### config.mk
export PLATFORM = sky130hd
export DESIGN_NAME = nbit_1x4_distributor
export DESIGN_NICKNAME = d
export VERILOG_FILES = /design/src/rtl/nbit_1x4_distributor.sv
export SDC_FILE = /design/constraint.sdc
export NUM_CORES = 1
export LEC_CHECK = 0
export CORE_UTILIZATION = 47
export DETAILED_ROUTE_END_ITERATION = 7
export GPL_ROUTABILITY_DRIVEN = 0
export PLACE_DENSITY = 0.84
export SKIP_LAST_GASP = 1
export SLEW_MARGIN = 20
export SYNTH_ARGS = -nofsm -noshare
export SYNTH_HDL_FRONTEND = slang
export SYNTH_SLANG_ARGS = --single-unit
export TNS_END_PERCENT = 20
### constraint.sdc
create_clock -name clk -period 5.39 [get_ports clk]
set_clock_uncertainty 0.1 [all_clocks]
set_input_delay 1.078 -clock clk [delete_from_list [all_inputs] [get_ports clk]]
set_output_delay 1.078 -clock clk [all_outputs]
set_load 0.005 [all_outputs]
### src/rtl/nbit_1x4_distributor.sv
// nbit_1x4_distributor
// Registered 1-to-4 distributor. One N-bit word per cycle from a shared source
// is steered into one of four holding registers (A..D) or broadcast to all of
// them. Each destination is a one-entry buffer with a valid/ack handshake, and
// the source sees combinational back-pressure through in_ready.
// A saturating counter tracks the number of accepted transfers.

module nbit_1x4_distributor #(
  parameter int N     = 32,
  parameter int CNT_W = 8
) (
  input  logic             clk,
  input  logic             rst,
  input  logic [N-1:0]     in_data,
  input  logic             in_valid,
  input  logic [1:0]       in_sel,
  input  logic             in_bcast,
  output logic             in_ready,
  output logic [N-1:0]     out_a,
  output logic [N-1:0]     out_b,
  output logic [N-1:0]     out_c,
  output logic [N-1:0]     out_d,
  output logic             vld_a,
  output logic             vld_b,
  output logic             vld_c,
  output logic             vld_d,
  input  logic             ack_a,
  input  logic             ack_b,
  input  logic             ack_c,
  input  logic             ack_d,
  output logic [CNT_W-1:0] xfer_cnt
);

  localparam logic [CNT_W-1:0] CNT_MAX = {CNT_W{1'b1}};

  // One-hot decode of the destination code, same encoding as the 4-to-1 mux.
  function automatic logic [3:0] sel_decode(input logic [1:0] sel);
    logic [3:0] oh;
    case (sel)
      2'b00:   oh = 4'b0001;
      2'b01:   oh = 4'b0010;
      2'b10:   oh = 4'b0100;
      2'b11:   oh = 4'b1000;
      default: oh = 4'b0000;
    endcase
    return oh;
  endfunction

  // Holding registers, indexed 0=A .. 3=D.
  logic [3:0][N-1:0] hold_data_q;
  logic [3:0][N-1:0] hold_data_d;
  logic [3:0]        hold_vld_q;
  logic [3:0]        hold_vld_d;
  logic [CNT_W-1:0]  cnt_q;
  logic [CNT_W-1:0]  cnt_d;

  logic [3:0] ack_vec_s;
  logic [3:0] free_s;
  logic [3:0] sel_oh_s;
  logic [3:0] target_s;
  logic [3:0] load_s;
  logic       in_ready_s;
  logic       accept_s;

  // Gather consumer acks and work out which destinations can take a word now.
  always_comb begin
    ack_vec_s = {ack_d, ack_c, ack_b, ack_a};
    // A full slot being acked this cycle frees up in time for a new load.
    free_s    = (~hold_vld_q) | ack_vec_s;
  end

  // Decide the target set and the back-pressure seen by the source.
  always_comb begin
    sel_oh_s = sel_decode(in_sel);
    if (in_bcast) begin
      // Broadcast is all-or-nothing: every destination must be free.
      target_s   = 4'b1111;
      in_ready_s = &free_s;
    end else begin
      target_s   = sel_oh_s;
      in_ready_s = |(free_s & sel_oh_s);
    end
  end

  // Qualify the transfer and produce the per-destination load strobes.
  always_comb begin
    accept_s = in_valid & in_ready_s;
    if (accept_s) begin
      load_s = target_s;
    end else begin
      load_s = 4'b0000;
    end
  end

  // Per-destination EMPTY/FULL update: a load beats a simultaneous ack.
  always_comb begin
    hold_data_d = hold_data_q;
    hold_vld_d  = hold_vld_q;
    for (int i = 0; i < 4; i++) begin
      if (load_s[i]) begin
        hold_data_d[i] = in_data;
        hold_vld_d[i]  = 1'b1;
      end else if (ack_vec_s[i]) begin
        // Data is left in place; consumers ignore it while vld is low.
        hold_vld_d[i]  = 1'b0;
      end else begin
        hold_vld_d[i]  = hold_vld_q[i];
      end
    end
  end

  // Saturating transfer counter; a broadcast counts as a single transfer.
  always_comb begin
    if (accept_s && (cnt_q != CNT_MAX)) begin
      cnt_d = cnt_q + CNT_W'(1);
    end else begin
      cnt_d = cnt_q;
    end
  end

  // State registers with asynchronous reset that drops all held words.
  always_ff @(posedge clk or posedge rst) begin
    if (rst) begin
      for (int i = 0; i < 4; i++) begin
        hold_data_q[i] <= {N{1'b0}};
      end
      hold_vld_q <= 4'b0000;
      cnt_q      <= {CNT_W{1'b0}};
    end else begin
      hold_data_q <= hold_data_d;
      hold_vld_q  <= hold_vld_d;
      cnt_q       <= cnt_d;
    end
  end

  assign in_ready = in_ready_s;
  assign out_a    = hold_data_q[0];
  assign out_b    = hold_data_q[1];
  assign out_c    = hold_data_q[2];
  assign out_d    = hold_data_q[3];
  assign vld_a    = hold_vld_q[0];
  assign vld_b    = hold_vld_q[1];
  assign vld_c    = hold_vld_q[2];
  assign vld_d    = hold_vld_q[3];
  assign xfer_cnt = cnt_q;

endmodule

# == Yosys cells after proc, flatten, opt, wreduce, memory -nomap -nowiden ==
# Index checks and enable logic that the tools add are counted.
# classes
n_addsub,1
eq_ne,4
mux,12
n_bitwise,4
n_reduce_logical,8
# ops
operator,count
$pmux 4 s4,1
$mux 1,9
$add 8x1->8 const B,1
$mux 4,2
$ne 8x8->1 const B,1
$reduce_bool 2->1,4
$and 4x4->4,1
$eq 2x2->1 const B,2
$not 4->4,1
$or 4x4->4,1
$reduce_and 4->1,1
$reduce_or 4->1,1
$eq 2x1->1 const B,1
$logic_not 2->1,1
$and 1x1->1,1
$logic_and 1x1->1,1
# totals
register_bits,140
input_bits,42
wordCells,38

# == Logic depth before layout (Yosys ltp) ==
# Gate-level depths: netlist of the first run.
# depth
word_depth,8
ltp_mapped,7

# == Least setup slack after synthesis of the first run ==
# No wires, ideal clock.
# synth_timing
path_type,input-to-output
from,in ack_b
to,out in_ready
arrival_time_ns,1.778
slack_ns,2.434
stages,4
path_buffers,0
path_cell_list,nand2b_1 -> and4_1 -> o21ai_4 -> nand2_8
# synth_between
elab_chain_cells,4
elab_cells_between_ends,5
cone_classes,mux: 1; bitwise: 2; reduce/logical: 2
# synth_rtl
element,line_no,text
from (decl),28,"input logic ack_b,"
$or 4x4->4 (*),69,free_s = (~hold_vld_q) | ack_vec_s;
$and 4x4->4,81,in_ready_s = |(free_s & sel_oh_s);
$reduce_or 4->1,81,
$mux 1 (*),75,if (in_bcast) begin
to (decl),18,"output logic in_ready,"
# Mark *: on every way between the ends. The rest lies on a longest branch, timed or not.

# == Worst setup path after layout of the first run ==
# layout_timing
from,in in_bcast
to,out in_ready
# layout_between
elab_chain_cells,1
# layout_rtl
element,line_no,text
from (decl),17,"input logic in_bcast,"
$mux 1,75,
# Every way passes these cells.

==> metrics, run 1 <==
most common cell in the netlist=dfrtp_1; CTS Buf Count=17; ranking of synthesized cells by area=dfrtp_1, mux2_4, mux2_1, buf_6, o211ai_4; multi-input logic area=0.00225 sq mm; #FFs+latches synth=140; # DRC=0; hold path depth=1; largest net degree at the start of global routing=117; critical path data required time=4.21 ns; Final #Nets=562; mapped cell area=0.00591 sq mm; Synth cell types=29; drt via density=4.87; Slew Limit Fails=0; Tmin final=4.11 ns; Area growth syn-to-layout=43.4%; H-tree depth=4; io pins=183; global-route usage over all layers=21.6%; Post-synth EDFFs=0; Congestion Overflow GR=0; WL per Instance=18.7 microns; Post-synth top flop=dfrtp_1; CP max stage cell=clkdlybuf4s50_1; post_cts resized=0; Slew @ Worst Pin=0.974 ns; type of the tightest min-delay check=register to register; Synth warnings=0; status=finished clean; min setup slack post-route=1.28 ns; Setup Buffers After CTS=0; register area=0.00350 sq mm; Clock Latency Late Sink=0.41 ns; Post-DP HPWL=8610 microns; Post-Synthesis Cells=327; post-synth top area cell=dfrtp_1; Avg Inst Size Synth=18.1 sq um; hold slack=0.390 ns; Setup TNS=0 ns; clk slew on worst S/H paths=0.05 ns; Final Hold Viols=0; crit path DAT=2.93 ns; clock buffer depth=2; number of global-route vias before repair=3813; Final ANT Viol Nets=0; Die ar.=0.0130 sq mm; CP Class=primary input to output pin; core area=0.0121 sq mm; placed cell count=668; Initial Utilization=48.8%; Rel. slew slack=34.7%; post-synthesis sequential area ratio=59.3%; vias after detailed routing=3412; Fmax achieved=0.243 GHz; post-layout util=70.0%; Net Count, Synth=370; antenna violations before repair=0; Port-buffer cells=182; CTS tree=yes; Initial DRT Pass Iterations=4; 1st-iter DRT viols=152; Pwr Total=4.14 mW; Post-DP Area=0.00783 sq mm; Fillers=833; first-pass GRT wire length=21100 microns; Synth async-reset ratio=100%; Yosys top cell area share=59.3%; crit start category=primary input; unrepaired setup endpoints after global routing=no; Crit path largest cell delay=0.79 ns; CTS sink cnt=140; # setup viols final=0; critical-path cell list=clkdlybuf4s50_1, and4_1, o21ai_4, nand2_8, clkdlybuf4s50_1; Cell Pwr Density=488 mW/mm^2; leak pwr=3.95 nW; Max Cap Viol=0; final cell count without fillers=700; Post-synth top cells=dfrtp_1, mux2_4, mux2_1; die width=114 microns; Clock Tree Root=clkbuf_16; hold_buf cts=0; Final Cycle Share=76.3%; share of cells above drive strength 1=30.3%; Die H=114 microns; CP Capture Type=output pin; worst vdd ir=0.265 mV; Crit Path Max Fanout=7; drt total wl=13100 microns; Finished Cell Area=0.00848 sq mm; Inserted Diodes=0; R2R cell count=7; Place WS=1.29 ns; FP Rows=40; crit-path most repeated cell=clkdlybuf4s50_1
sequential cells by signal, summed over array words and instances (netlist names):
name        count
out_a          32
out_b          32
out_c          32
out_d          32
xfer_cnt        8
hold_vld_q      4
cell usage in the layout, fill, tap and decap left out, drive strengths merged, types with 2 or more instances in the layout:
master,instances
xnor2,6
clkinv,3
o211ai,4
and3,2
nand2b,4
clkinvlp,3
nand2,9
dfrtp,140
bufinv,4
nand4,4
mux2,129
o21ai,2
and2b,2
clkdlybuf4s50,182
clkbuf,22
buf,5
report_power, final:
group	switching, mW	internal, mW
Clock	0.430	0.823
Combinational	0.375	0.945
Sequential	0.201	1.37
Total	1.01	3.13
critical path: cells and delay by family:
| family | cells | cell delay, ns |
|---|---|---|
| compound gates | 1 | 0.10 |
| buf+inv | 2 | 1.30 |
| simple gates | 2 | 0.45 |
path summary, 6_finish.rpt:
| path | from | endpoint | slack (ns) |
|---|---|---|---|
| setup / recovery | in_bcast | in_ready | 1.28 |
| hold / removal | out_a[29] | out_a[29] | 0.39 |
| setup reg to reg | hold_vld_q[1] | out_b[31] | 2.87 |
| hold reg to reg | out_a[29] | out_a[29] | 0.39 |
| max in group asynchronous | rst | out_c[21] | 3.19 |
| min in group asynchronous | rst | out_d[27] | 1.12 |
cell families after synthesis:
kind of cell / count (synthesis) / synth area share, %
AOI/OAI and AO/OA: 9 / 2.20
xor gates and xnor gates: 7 / 1.04
adders and majority gates: 1 / 0.212
buffers and inverters: 15 / 2.69
DFF: 140 / 59.3
muxes: 129 / 31.9
and+or+nand+nor: 26 / 2.67
final cells by class:
cell class	count	share of cell area (%)
Tap cell	168	2.48
Clock inverter	10	1.90
Inverter	1	0.133
Sequential cell	140	41.3
Multi-Input combinational cell	172	26.5
Timing Repair Buffer	187	21.9
Clock buffer	22	5.71
per-layer routing:
layer | part of all wire (%) | routed length, microns | track usage (%) | up-vias
met3 | 7.7 | 1010 | 7.83 | 17
met2 | 48 | 6280 | 33.5 | 126
met5 | 0 | 0 | 0 | -
li1 | - | - | - | 1545
met1 | 43 | 5610 | 27.8 | 1724
met4 | 1.6 | 215 | 8.40 | 0
(Power assumes the default switching activity.)
==> run 2: changes to the inputs <==
==> constraint.sdc (replaced) <==
create_clock -name clk -period 4.2 [get_ports clk]
set_clock_uncertainty 0.1 [all_clocks]
set_input_delay 0.84 -clock clk [delete_from_list [all_inputs] [get_ports clk]]
set_output_delay 0.84 -clock clk [all_outputs]
set_load 0.005 [all_outputs]
==> run 2 against run 1 <==
  * Sequential share of layout area barely moved
  * Final area barely moved
  * Critical path depth did not move
  * Largest cell class unchanged
  * Sequential power rose by 28%
  * Clock power rose by 17%
  * Combinational power rose by 29%
==> metrics, run 2 (synthesis gave the netlist of run 1 again) <==
Fmax achieved=0.275 GHz; Crit Path Max Fanout=7 (unchanged); Area growth syn-to-layout=43.3% (about the same); drt via density=4.87 (about the same); core area=0.0121 sq mm (unchanged); Final ANT Viol Nets=0 (unchanged); CTS Buf Count=17 (unchanged); Initial DRT Pass Iterations=4 (unchanged); drt total wl=12800 microns (-2.1%); Finished Cell Area=0.00847 sq mm (about the same); crit start category=primary input; Inserted Diodes=0 (unchanged); Final Hold Viols=0 (unchanged); hold_buf cts=0 (unchanged); reg-to-reg startpoint=hold_vld_q[1]; critical path depth in cells=5 (unchanged); leak pwr=3.94 nW (-0.28%); crit path buf inv count=2 (unchanged); Congestion Overflow GR=0 (unchanged); Setup Buffers After CTS=0 (unchanged); CP Class=primary input to output pin; critical-path cell list=clkdlybuf4s50_1, and4_1, o21ai_4, nand2_8, clkdlybuf4s50_1; post_cts resized=0 (unchanged); hold path depth=1 (unchanged); die width=114 microns (unchanged); CP Capture Type=output pin; Tmin final=3.64 ns; largest net degree at the start of global routing=141 (+21%); min-delay src=xfer_cnt[5]; # DRC=0 (unchanged); Setup TNS=0 ns (unchanged); Final Cycle Share=86.6%; Final #Nets=562 (unchanged); Cell Pwr Density=610 mW/mm^2 (+25%); reg2reg end=out_a[28]; worst vdd ir=0.348 mV (+31%); R2R cell count=7 (unchanged); 1st-iter DRT viols=161 (+5.9%); Post-DP Area=0.00789 sq mm (+0.78%); Top delay family on crit path=buffers and inverters; CP max stage cell=clkdlybuf4s50_1; Die ar.=0.0130 sq mm (unchanged); # setup viols final=0 (unchanged); clock buffer depth=2 (unchanged); final cell count without fillers=700 (unchanged); antenna violations before repair=0 (unchanged); crit path DAT=2.70 ns (-0.23 ns); Slew @ Worst Pin=0.973 ns (-0.00139 ns); Pwr Total=5.17 mW (+25%); Port-buffer cells=182 (unchanged); global-route usage over all layers=21.3% (-0.31 points); vias after detailed routing=3411 (-0.029%); share of cells above drive strength 1=30.1% (-0.19 points); type of the tightest min-delay check=register to register; first-pass GRT wire length=20700 microns (-2.0%); most common cell after layout, fill and taps aside=clkdlybuf4s50_1; WL per Instance=18.3 microns (-2.1%); CTS sink cnt=140 (unchanged); CTS tree=yes; Place WS=0.561 ns (-0.728 ns); min setup slack post-route=0.565 ns (-0.715 ns); most frequent cells in the layout=clkdlybuf4s50_1, dfrtp_1, mux2_4; placed cell count=668 (unchanged); io pins=183 (unchanged); critical path data required time=3.26 ns (-0.95 ns); post-layout util=69.9% (about the same); number of global-route vias before repair=3789 (-0.63%); Crit path largest cell delay=0.78 ns (about the same); unrepaired setup endpoints after global routing=no; Die H=114 microns (unchanged); Hold Path Sink=xfer_cnt[5]; FP Rows=40 (unchanged); crit-path most repeated cell=clkdlybuf4s50_1; r2r setup slk=1.89 ns (-0.98 ns); Initial Utilization=48.8% (unchanged); hold slack=0.386 ns (-0.00369 ns); Clock Tree Root=clkbuf_16; Clock Latency Late Sink=0.42 ns (about the same); Slew Limit Fails=0 (unchanged); Rel. slew slack=34.8% (+0.093 points); clk slew on worst S/H paths=0.06 ns (about the same); status=finished clean; Post-DP HPWL=8600 microns (about the same); Max Cap Viol=0 (unchanged); H-tree depth=4 (unchanged)
## run 2: layout make-up
type / instances / area (sq um)
fillers: 828 / 3640
flip-flops and latches: 140 / 3500
multi-input cells: 172 / 2250
repair buffers: 187 / 1920
clock buffers: 21 / 460
well taps: 168 / 210
clock inverters: 11 / 119
inverters: 1 / 7.51
## run 2: where the power goes
group          internal (mW)  leakage [nW]  switching, mW
Clock                  0.901         0.275          0.558
Combinational           1.22          2.00          0.479
Sequential              1.75          1.66          0.255
Total                   3.87          3.94           1.29
## run 2: worst max path at each step
stage	start	to	slack [ns]
final	in_bcast	in_ready	0.56
after floorplan	rst	hold_vld_q[0]	1.51
after global routing	in_bcast	in_ready	0.50
after detailed placement	in_bcast	in_ready	0.56
after CTS	in_bcast	in_ready	0.56
after global placement	in_bcast	in_ready	0.63
## run 2: per-layer routing
| layer | part of all wire (%) | global-route usage, % | up-vias |
|---|---|---|---|
| met1 | 45 | 27.8 | 1737 |
| met5 | 0 | 0 | - |
| met4 | 1.1 | 8.05 | 0 |
| met2 | 48 | 33.1 | 122 |
| met3 | 6.3 | 7.15 | 12 |
| li1 | - | - | 1540 |
